==> config.mk <==
export PLATFORM = sky130hd
export DESIGN_NAME = mem_access_ctrl
export DESIGN_NICKNAME = d
export VERILOG_FILES = /design/src/rtl/lsu_pkg.sv /design/src/rtl/lsu_byte_lane.sv /design/src/rtl/mem_access_ctrl.sv
export SDC_FILE = /design/constraint.sdc
export NUM_CORES = 1
export LEC_CHECK = 0
export CAP_MARGIN = 20
export CORE_AREA = 2 2 79 81
export CTS_CLUSTER_DIAMETER = 200
export CTS_CLUSTER_SIZE = 14
export DETAILED_ROUTE_END_ITERATION = 10
export DIE_AREA = 0 0 81 83
export DONT_BUFFER_PORTS = 1
export PLACE_DENSITY_LB_ADDON = 0.15
export SETUP_SLACK_MARGIN = 0.15
export SLEW_MARGIN = 20
export SYNTH_ARGS = -nofsm -noshare
export SYNTH_HDL_FRONTEND = slang
export SYNTH_HIERARCHICAL = 1
export SYNTH_SLANG_ARGS = --single-unit
==> constraint.sdc <==
create_clock -name clk -period 5.11 [get_ports clk]
set_input_delay 0.511 -clock clk [delete_from_list [all_inputs] [get_ports clk]]
set_output_delay 0.511 -clock clk [all_outputs]
set_load 0.01 [all_outputs]
==> src/rtl/lsu_pkg.sv <==
// Shared definitions for the data-memory access controller: FSM state encoding,
// access-size codes and the alignment rule used at request accept.
package lsu_pkg;

  typedef enum logic [2:0] {
    IDLE  = 3'd0,
    RD    = 3'd1,
    CAPT  = 3'd2,
    MERGE = 3'd3,
    WR    = 3'd4,
    RESP  = 3'd5
  } lsu_state_e;

  localparam logic [1:0] SZ_BYTE = 2'b00;
  localparam logic [1:0] SZ_HALF = 2'b01;
  localparam logic [1:0] SZ_WORD = 2'b10;

  // Bytes are always aligned; the reserved size code 2'b11 is treated as a word.
  function automatic logic is_misaligned(input logic [1:0] size, input logic [1:0] addr_lo);
    logic mis;
    case (size)
      SZ_BYTE: mis = 1'b0;
      SZ_HALF: mis = addr_lo[0];
      default: mis = |addr_lo;
    endcase
    return mis;
  endfunction

endpackage

==> src/rtl/lsu_byte_lane.sv <==
// Little-endian lane handling: extracts and extends sub-word load data, and merges
// sub-word store data into the word read back for a read-modify-write.
module lsu_byte_lane
  import lsu_pkg::*;
(
  input  logic [1:0]  size_i,
  input  logic        signed_i,
  input  logic [1:0]  addr_lo_i,
  input  logic [31:0] rdata_i,
  input  logic [31:0] wdata_i,
  output logic [31:0] load_o,
  output logic [31:0] merge_o
);

  logic [7:0]  byte_sel;
  logic [15:0] half_sel;

  always_comb begin
    byte_sel = rdata_i[{addr_lo_i, 3'b000} +: 8];
    half_sel = rdata_i[{addr_lo_i[1], 4'b0000} +: 16];
    load_o   = rdata_i;
    merge_o  = wdata_i;
    case (size_i)
      SZ_BYTE: begin
        load_o  = {{24{signed_i & byte_sel[7]}}, byte_sel};
        merge_o = rdata_i;
        merge_o[{addr_lo_i, 3'b000} +: 8] = wdata_i[7:0];
      end
      SZ_HALF: begin
        load_o  = {{16{signed_i & half_sel[15]}}, half_sel};
        merge_o = rdata_i;
        merge_o[{addr_lo_i[1], 4'b0000} +: 16] = wdata_i[15:0];
      end
      default: ;
    endcase
  end

endmodule

==> src/rtl/mem_access_ctrl.sv <==
// Initiator for the processor data-memory port: one load/store at a time, word-indexed
// strobes held across the BRAM read path. Define LSU_SUBWORD_EN for byte/half accesses.
module mem_access_ctrl
  import lsu_pkg::*;
#(
  parameter int RD_LATENCY = 2,
  parameter int WORD_IDX_W = 10
) (
  input  logic        clk,
  input  logic        reset,
  input  logic        req_valid,
  output logic        req_ready,
  input  logic        req_we,
  input  logic [1:0]  req_size,
  input  logic        req_signed,
  input  logic [31:0] req_addr,
  input  logic [31:0] req_wdata,
  output logic        resp_valid,
  output logic        resp_err,
  output logic [31:0] resp_rdata,
  output logic [31:0] mem_addr,
  output logic [31:0] mem_wdata,
  output logic        mem_rd,
  output logic        mem_wr,
  input  logic [31:0] mem_rdata
);

  localparam int CNT_W = $clog2(RD_LATENCY) + 1;
  localparam logic [CNT_W-1:0] CNT_LAST = CNT_W'(RD_LATENCY - 1);

  lsu_state_e       state_q;
  logic [CNT_W-1:0] cnt_q;
  logic             we_q;
  logic             req_ready_q, resp_valid_q, resp_err_q, mem_rd_q, mem_wr_q;
  logic [31:0]      resp_rdata_q, mem_addr_q, mem_wdata_q;

  logic [31:0] word_idx;
  logic [31:0] load_data, merge_data;
  logic        accept, misaligned, rmw_req;
  logic        unused_bits;

  assign word_idx = {{(32-WORD_IDX_W){1'b0}}, req_addr[WORD_IDX_W+1:2]};
  assign accept   = req_valid & req_ready_q;

`ifdef LSU_SUBWORD_EN
  logic [1:0] size_q;
  logic       signed_q;
  logic [1:0] addr_lo_q;

  lsu_byte_lane u_lane (
    .size_i    (size_q),
    .signed_i  (signed_q),
    .addr_lo_i (addr_lo_q),
    .rdata_i   (mem_rdata),
    .wdata_i   (mem_wdata_q),
    .load_o    (load_data),
    .merge_o   (merge_data)
  );

  assign misaligned  = is_misaligned(req_size, req_addr[1:0]);
  assign rmw_req     = req_we & ((req_size == SZ_BYTE) | (req_size == SZ_HALF));
  assign unused_bits = ^req_addr[31:WORD_IDX_W+2];

  always_ff @(posedge clk or posedge reset) begin
    if (reset) begin
      size_q    <= SZ_WORD;
      signed_q  <= 1'b0;
      addr_lo_q <= 2'b00;
    end else if (accept) begin
      size_q    <= req_size;
      signed_q  <= req_signed;
      addr_lo_q <= req_addr[1:0];
    end
  end
`else
  assign load_data   = mem_rdata;
  assign merge_data  = mem_wdata_q;
  assign misaligned  = is_misaligned(SZ_WORD, req_addr[1:0]);
  assign rmw_req     = 1'b0;
  assign unused_bits = ^{req_size, req_signed, req_addr[31:WORD_IDX_W+2]};
`endif

  always_ff @(posedge clk or posedge reset) begin
    if (reset) begin
      state_q      <= IDLE;
      cnt_q        <= '0;
      we_q         <= 1'b0;
      req_ready_q  <= 1'b1;
      resp_valid_q <= 1'b0;
      resp_err_q   <= 1'b0;
      resp_rdata_q <= '0;
      mem_addr_q   <= '0;
      mem_wdata_q  <= '0;
      mem_rd_q     <= 1'b0;
      mem_wr_q     <= 1'b0;
    end else begin
      resp_valid_q <= 1'b0;
      case (state_q)
        IDLE: begin
          if (accept) begin
            req_ready_q  <= 1'b0;
            we_q         <= req_we;
            mem_addr_q   <= word_idx;
            resp_err_q   <= 1'b0;
            resp_rdata_q <= '0;
            if (req_we) mem_wdata_q <= req_wdata;
            if (misaligned) begin
              state_q      <= RESP;
              resp_valid_q <= 1'b1;
              resp_err_q   <= 1'b1;
            end else if (!req_we || rmw_req) begin
              state_q  <= RD;
              cnt_q    <= '0;
              mem_rd_q <= 1'b1;
            end else begin
              state_q  <= WR;
              mem_wr_q <= 1'b1;
            end
          end
        end
        // Counter parks at its last value; the strobe drops as we leave RD.
        RD: begin
          if (cnt_q == CNT_LAST) begin
            mem_rd_q <= 1'b0;
            state_q  <= we_q ? MERGE : CAPT;
          end else begin
            cnt_q <= cnt_q + 1'b1;
          end
        end
        CAPT: begin
          resp_rdata_q <= load_data;
          resp_valid_q <= 1'b1;
          state_q      <= RESP;
        end
        MERGE: begin
          mem_wdata_q <= merge_data;
          mem_wr_q    <= 1'b1;
          state_q     <= WR;
        end
        WR: begin
          mem_wr_q     <= 1'b0;
          resp_valid_q <= 1'b1;
          state_q      <= RESP;
        end
        RESP: begin
          resp_err_q   <= 1'b0;
          resp_rdata_q <= '0;
          req_ready_q  <= 1'b1;
          state_q      <= IDLE;
        end
        default: begin
          mem_rd_q    <= 1'b0;
          mem_wr_q    <= 1'b0;
          req_ready_q <= 1'b1;
          state_q     <= IDLE;
        end
      endcase
    end
  end

  assign req_ready  = req_ready_q;
  assign resp_valid = resp_valid_q;
  assign resp_err   = resp_err_q;
  assign resp_rdata = resp_rdata_q;
  assign mem_addr   = mem_addr_q;
  assign mem_wdata  = mem_wdata_q;
  assign mem_rd     = mem_rd_q;
  assign mem_wr     = mem_wr_q;

endmodule
After elaboration in Yosys (flattened, before gate mapping)
Index checks and enable logic that the tools add are counted.
{"block": "word_totals", "regBits": 85, "latchBits": 0, "ramBits": 0, "romBits": 0, "inputBits": 103, "out_inout_bits": 101, "wordCells": 75, "mem_count": 0}
{"block": "classes", "addsub": 1, "multipliers": 0, "n_div": 0, "magnitude_cmp": 0, "n_eq_ne": 12, "shifts": 0, "mux": 29, "n_bitwise": 4, "n_reduce_logical": 18}
{"cell": "case mux 32 bit (3 select lines)", "count": 1}
{"cell": "2-to-1 mux 32 bit", "count": 1}
{"cell": "2-to-1 mux 1 bit", "count": 12}
{"cell": "2-to-1 mux 3 bit", "count": 4}
{"cell": "inequality test 2 bit (second input constant)", "count": 6}
{"cell": "case mux 3 bit (4 select lines)", "count": 1}
{"cell": "AND reduction 2 bit", "count": 5}
{"cell": "AND reduction 5 bit", "count": 2}
{"cell": "2-to-1 mux 2 bit", "count": 4}
{"cell": "OR reduction 4 bit", "count": 2}
{"cell": "equality test 3 x 2 -> 1 bit (second input constant)", "count": 2}
{"cell": "equality test 3 bit (second input constant)", "count": 2}
{"cell": "case mux 1 bit (2 select lines)", "count": 3}
{"cell": "case mux 1 bit (3 select lines)", "count": 2}
{"cell": "case mux 2 bit (2 select lines)", "count": 1}
{"cell": "AND reduction 4 bit", "count": 1}
{"cell": "nonzero test 2 bit", "count": 2}
{"cell": "OR reduction 2 bit", "count": 2}
{"cell": "equality test 3 x 1 -> 1 bit (second input constant)", "count": 1}
{"cell": "zero test 3 bit", "count": 1}
{"cell": "NOT 1 bit", "count": 3}
{"cell": "AND reduction 3 bit", "count": 1}
{"cell": "nonzero test 3 bit", "count": 1}
{"cell": "OR reduction 3 bit", "count": 1}
{"cell": "3 further kinds", "count": 3}

Longest topological paths before layout
Gate-level depths: netlist (run 1).
{"block": "logic_depth", "ltp_word": 4, "mapped_depth": 6, "mapped_depth_nobuf": 6}

Worst setup path before layout (run 1)
No wires, ideal clock.
{"block": "synth_timing", "path_type": "register -> register", "startpoint": "register req_ready_q, in the netlist req_ready", "endpoint": "register mem_wdata_q[10], in the netlist mem_wdata[10]", "setup_time_ps": 125, "arrival_ps": 1491, "t_required_ps": 4985, "setup_slack_ps": 3494, "stages_incl_launch_ff": 7, "n_path_buf": 2, "synth_period_minus_slack_ps": 1616, "cell_sequence": "dfstp_2 nand2_1 inv_1 and3_1 buf_4 buf_8 mux2_4"}
{"block": "synth_via", "elab_chain_cells": 2}
{"item": "from (decl)", "line": "mem_access_ctrl.sv:34", "text": "logic req_ready_q, resp_valid_q, resp_err_q, mem_rd_q, mem_wr_q;"}
{"item": "from (signal assigned)", "line": "mem_access_ctrl.sv:88", "text": "req_ready_q <= 1'b1;"}
{"item": "from (signal assigned)", "line": "mem_access_ctrl.sv:101", "text": "req_ready_q <= 1'b0;"}
{"item": "from (signal assigned)", "line": "mem_access_ctrl.sv:148", "text": "req_ready_q <= 1'b1;"}
{"item": "bitwise AND 1 bit", "line": "mem_access_ctrl.sv:43", "text": "assign accept = req_valid & req_ready_q;"}
{"item": "AND reduction 3 bit (no line)"}
{"item": "to (signal assigned)", "line": "mem_access_ctrl.sv:106", "text": "if (req_we) mem_wdata_q <= req_wdata;"}
{"item": "to (signal assigned)", "line": "mem_access_ctrl.sv:136", "text": "mem_wdata_q <= merge_data;"}
{"item": "to (decl)", "line": "mem_access_ctrl.sv:35", "text": "logic [31:0] resp_rdata_q, mem_addr_q, mem_wdata_q;"}
No other way between the ends.
A chain may end at the register's enable or synchronous reset.

Worst setup path after layout (run 1)
{"block": "layout_timing", "startpoint": "register state_q[0]", "endpoint": "register mem_wdata_q[31], in the netlist mem_wdata[31]"}
{"block": "layout_via", "elab_chain_cells": 2}
{"item": "from (decl)", "line": "mem_access_ctrl.sv:31", "text": "lsu_state_e state_q;"}
{"item": "from (signal assigned)", "line": "mem_access_ctrl.sv:125", "text": "state_q <= we_q ? MERGE : CAPT;"}
{"item": "zero test 3 bit", "line": "mem_access_ctrl.sv:98", "text": "case (state_q)"}
{"item": "AND reduction 3 bit (no line)"}
No other way between the ends.

==> out/summary.txt, run 1 <==
status = completed
Routed Antenna Nets = 0
area leader, netlist = dfrtp_1
post-synthesis simple-gate area fraction = 3.54%
P&R area growth vs syn = 3.23%
Crit-path slowest cell = and3_2
async set-reset flop share out of synthesis = 100%
GR Util All Layers = 20.5%
via count = 1969
final hold viol count = 0
Worst setup SP type = register
Max VDD drop = 0.000301 V
Max Cap Viol = 0
post-route clock period utilization = 47.6%
WP data required = 5340 ps
# Post-CTS Setup Buffers = 0
Synth Area in Compound Gates = 11.8%
main combinational cell family by area after synthesis = multiplexers
n_diodes = 0
Pwr Density = 630 nW/µm²
Layout Skew = 13.0 ps
fmax = 411 MHz
die area = 6720 µm²
Arr. time, crit path = 2660 ps
Resize count post-CTS = 0
Reg2Reg Setup Slack = 2680 ps
synthesized cell area = 3640 µm²
H-Tree Depth = 3
FF+latch count, synth = 85
global route overflow = 0
leakage power = 0.00178 µW
HP Class = input port to asynchronous set/reset pin
hpwl dp = 4770 µm
Setup Crit Path Kind = register to register
worst skew pair latency = 350 ps
library cells used by synthesis = 34
Inst Count DP = 317
Crit. End Element = register
multiplexer share of the synthesized area = 16.5%
first-pass GRT wire length = 10300 µm
RSZ-0062 raised after global routing = no
Worst Reg-to-Reg Cells = 3
ys flop type = dfrtp_1
slowest stage delay, CP = 920 ps
area share of the largest cell type after synthesis = 57.8%
Initial DRC Count = 97
pin count of the biggest net entering global routing = 86
GPL Wtd Cong = 0.831
nets = 359
share of cells above drive strength 1 = 25.7%
Clk pin slew, worst setup/hold paths = 90 ps
final setup violating endpoints = 0
I/O pin count = 204
Starting Density = 62.5%
I/O Buffers = 0
Root Buffer = clkbuf_8
number of global-route vias before repair = 1940
number of synthesized flops with an enable pin = 0
DRT Pass-1 Iters = 4
Seq/Total Area, Yosys = 58.5%
Core Box Area = 5820 µm²
worst reg2reg startpoint = state_q[0]
XOR/XNOR Fraction of Synth Area = 0%
Crit Path Max Fanout = 33
drt via density = 5.93
Synth area leaders = dfrtp_1 58%, mux2_4 12%, a22o_1 7.7%
final std cells w/o fill = 332
Tightest Pin Transition = 1030 ps
Slew Viols, Final = 0
count leader, synth = dfrtp_1
Tmin final = 2430 ps
cell row count = 28
DRC Markers = 0
Die X = 81 µm
Post-CTS Hold Fix Bufs = 0
CTS tree = yes
Longest Clk Path Bufs = 2
Routed WL = 6900 µm
Post-synth top cells = 84 x dfrtp_1, 32 x a22o_1, 29 x mux2_4, 28 x buf_4, 13 x mux2_2
Syn Area/Cell = 14.3 µm²
Mapped Cells = 254
CTS buffer count = 9
Yosys warnings = 6
Post-Synth Adder-Cell Area = 1.03%
initial antenna violation count = 0
clock sinks = 85
drt wl/cell = 20.8 µm
Rel. slew slack = 31.4%
die height = 83 µm
critical path cell sequence = nor3_4 > and3_2 > mux2_2
setup TNS = 0 ps
worst reg2reg endpoint = mem_wdata[31]
==> state kept, by name, summed over array words and instances (netlist names) <==
| register | cells |
|---|---|
| resp_err | 1 |
| req_ready | 1 |
| mem_rd | 1 |
| cnt_q | 2 |
| we_q | 1 |
| resp_rdata | 32 |
| resp_valid | 1 |
| mem_wdata | 32 |
| state_q | 3 |
| mem_addr | 10 |
| mem_wr | 1 |
==> critical path: cells and delay by family, from the launching register on <==
family,cells,cell delay (ps)
flops,1,590
mux,1,430
simple gates,2,1270
==> cell usage in the layout (no fill, tap or decap), types with 2 or more instances in the layout <==
cell type | netlist | final
mux2_2 | 13 | 13
nor2b_1 | 4 | 4
mux2_4 | 29 | 29
a22o_1 | 32 | 32
a21oi_1 | 5 | 4
conb_1 | 1 | 22
mux2i_1 | 2 | 2
dfrtp_1 | 84 | 84
inv_1 | 7 | 6
a21o_1 | 3 | 3
clkinvlp_4 | 0 | 2
o22ai_1 | 4 | 4
clkinv_2 | 0 | 3
nor2_1 | 8 | 8
ha_1 | 3 | 3
a211oi_1 | 2 | 2
nand2_1 | 3 | 3
nand3_1 | 2 | 2
clkbuf_8 | 0 | 9
buf_4 | 28 | 2
==> through the flow <==
stage                     instance area, µm²  util (%)  hold slack (ps)  total power, µW  setup WS [ps]
after detailed placement                3560      61.3              480             1920           2720
after global routing                    3750      64.6              263             2520           2600
final                                   3750      64.6              216             2370           2680
after floorplan                         3720         -              450             1800           2410
after global placement                  3560      61.3              476             1900           2790
after CTS                               3750      64.5              271             2390           2700
==> cell families (layout without fill, tap and decap cells) <==
kind of cell | Yosys count | count (layout)
buffers and inverters | 43 | 25
AOI/OAI and AO/OA | 54 | 54
DFF | 85 | 85
other | 1 | 22
and+or+nand+nor | 24 | 24
adders and majority gates | 3 | 3
muxes | 44 | 44
==> worst max-delay path by stage <==
stage | startpoint | slack, ps | to
2_1_floorplan | reset | 2410 | cnt_q[0]
3_3_place_gp | state_q[0] | 2790 | mem_wdata[29]
3_5_place_dp | state_q[0] | 2720 | mem_wdata[31]
4_1_cts | state_q[0] | 2700 | mem_wdata[31]
5_1_grt | state_q[0] | 2600 | mem_wdata[31]
6_report | state_q[0] | 2680 | mem_wdata[31]
==> per-layer routing <==
metal / wire length [µm] / track usage (%)
met5: 0 / 0
met4: 197 / 10.6
met3: 718 / 7.07
met2: 3250 / 30.6
met1: 2740 / 26.2
==> power by group <==
group / internal, µW / switching (µW)
registers: 940 / 334
clock network: 223 / 232
logic: 369 / 267
total: 1530 / 833
==> cell type report <==
class | instances | area (µm²)
inverters | 7 | 27.5
clock buffers | 9 | 124
well taps | 75 | 93.8
flip-flops and latches | 85 | 2130
fillers | 446 | 2060
repair buffers | 3 | 26.3
multi-input cells | 147 | 1290
clock inverters | 6 | 63.8
Power figures use the tool's default switching activity.
==> run 2: changes to the inputs <==
CORE_AREA = not set   (was 2 2 79 81)
CORE_UTILIZATION = 62   (was not set)
DIE_AREA = not set   (was 0 0 81 83)
clock period = 2.4 ns   (was 5.11 ns; I/O delays follow)
==> run 2 against run 1 <==
Effect of this change:
- first-iteration DRC count is 5.2% higher
- sequential share of layout area is 1.0 points lower
- worst hold slack worse by 190 ps
- die area is 8.1% lower
- setup slack worse by 2100 ps
- via count is 1.2% lower
- wire length is 2.3% higher
- count of clock-buffer cells in the layout is 1 higher
==> out/summary.txt, run 2 (synthesized netlist as in run 1, its figures left out) <==
status = completed
Initial DRC Count = 102
Final Worst Setup Slack = 580 ps
Worst setup SP type = register
WP data required = 2620 ps
Setup WS pre-CTS = 600 ps
CTS buffer count = 9
nets = 362
Die X = 78.6 µm
setup TNS = 0 ps
I/O pin count = 204
post-route clock period utilization = 75.8%
leakage power = 0.00182 µW
H-Tree Depth = 3
I/O Buffers = 0
final setup violating endpoints = 0
Pwr Density = 1350 nW/µm²
Crit-path slowest cell = dfstp_2
Max Cap Viol = 0
cell class contributing the biggest share of worst-path delay = flip-flops
Final Total Pwr = 5180 µW
fmax = 549 MHz
most frequent cells in the layout = 84 x dfrtp_1, 32 x a22o_1, 29 x mux2_4, 22 x conb_1, 13 x mux2_2
Longest Clk Path Bufs = 2
Resize count post-CTS = 0
DRT Pass-1 Iters = 4
hold_ws = 26.9 ps
P&R area growth vs syn = 5.13%
Tmin final = 1820 ps
pin count of the biggest net entering global routing = 61
Slew Viols, Final = 0
drt wl/cell = 21.3 µm
Routed WL = 7070 µm
WP buf/inv = 2
GPL Wtd Cong = 0.864
CTS tree = yes
Max VDD drop = 0.000769 V
commonest non-fill, non-tap cell in the layout = dfrtp_1
via count = 1946
Rel. slew slack = 61.9%
GR Util All Layers = 23.1%
DRC Markers = 0
first-pass GRT wire length = 10600 µm
slowest stage delay, CP = 590 ps
Crit. End Element = register
HP Class = input port to register
critical path cell sequence = nand2_1 > inv_1 > and3_2 > buf_12 > mux2_2
initial antenna violation count = 0
Crit Path Max Fanout = 33
global route overflow = 0
Root Buffer = clkbuf_8
hpwl dp = 4920 µm
Layout Skew = 9.56 ps
Clk pin slew, worst setup/hold paths = 80 ps
Starting Density = 65.3%
die height = 78.6 µm
RSZ-0062 raised after global routing = no
Arr. time, crit path = 2040 ps
Tightest Pin Transition = 571 ps
worst skew pair latency = 340 ps
final hold viol count = 0
n_diodes = 0
share of cells above drive strength 1 = 25.9%
cell row count = 27
drt via density = 5.88
number of global-route vias before repair = 1944
Setup Crit Path Kind = register to register
Core Box Area = 5570 µm²
clock sinks = 85
die area = 6180 µm²
Routed Antenna Nets = 0
run 2: cell types whose count changed in the layout (fill, tap and decap cells not counted), sizes merged:
cell | previous run | this run
clkbuf | 9 | 10
clkinvlp | 2 | 1
bufinv | 1 | 2
clkinv | 3 | 2
dlygate4sd3 | 0 | 1
inv | 7 | 6
buf | 3 | 5
run 2: stage by stage:
step	cells	util (%)	cell area, µm²
2_1_floorplan	275	-	3720
3_3_place_gp	316	64.6	3600
3_5_place_dp	316	64.6	3600
4_1_cts	331	68.6	3820
5_1_grt	331	68.6	3820
6_report	331	68.6	3820
run 2: metal layers:
layer / vias to the layer above / part of all wire (%) / global-route usage, %
li1: 862 / - / -
met2: 101 / 50 / 35.1
met4: 0 / 1.4 / 10.9
met1: 973 / 40 / 30.4
met5: - / 0 / 0
met3: 10 / 9.1 / 6.86
run 2: final cells by class:
| cell class | count | area, µm² |
|---|---|---|
| inverter | 7 | 30.0 |
| fill | 399 | 1750 |
| multi-input combinational | 147 | 1290 |
| timing repair buffer | 6 | 72.6 |
| sequential | 85 | 2130 |
| clock buffer | 10 | 138 |
| clock inverter | 4 | 73.8 |
| tap | 72 | 90.1 |
run 2: path summary, 6_finish.rpt:
| path | startpoint | endpoint | slack [ps] | depth (start not counted) |
|---|---|---|---|---|
| worst min register to register | we_q | we_q | 520 | 1 |
| max in group asynchronous | reset | req_ready | 1230 | 3 |
| worst max register to register | req_ready | mem_wdata[30] | 580 | 5 |
| worst min-delay path | mem_rdata[18] | resp_rdata[18] | 30 | 1 |
| worst max-delay path | req_ready | mem_wdata[30] | 580 | 5 |
| min in group asynchronous | reset | mem_wdata[26] | 460 | 2 |
run 2: power by group:
part / switching (µW) / internal [µW]
Combinational: 615 / 802
Sequential: 683 / 2000
Clock: 471 / 603
run 2: timing repair:
item | in CTS | in global routing
hold endpoints to repair | 25 | 0
setup buffers | 0 | 0
hold buffers | 1 | 0
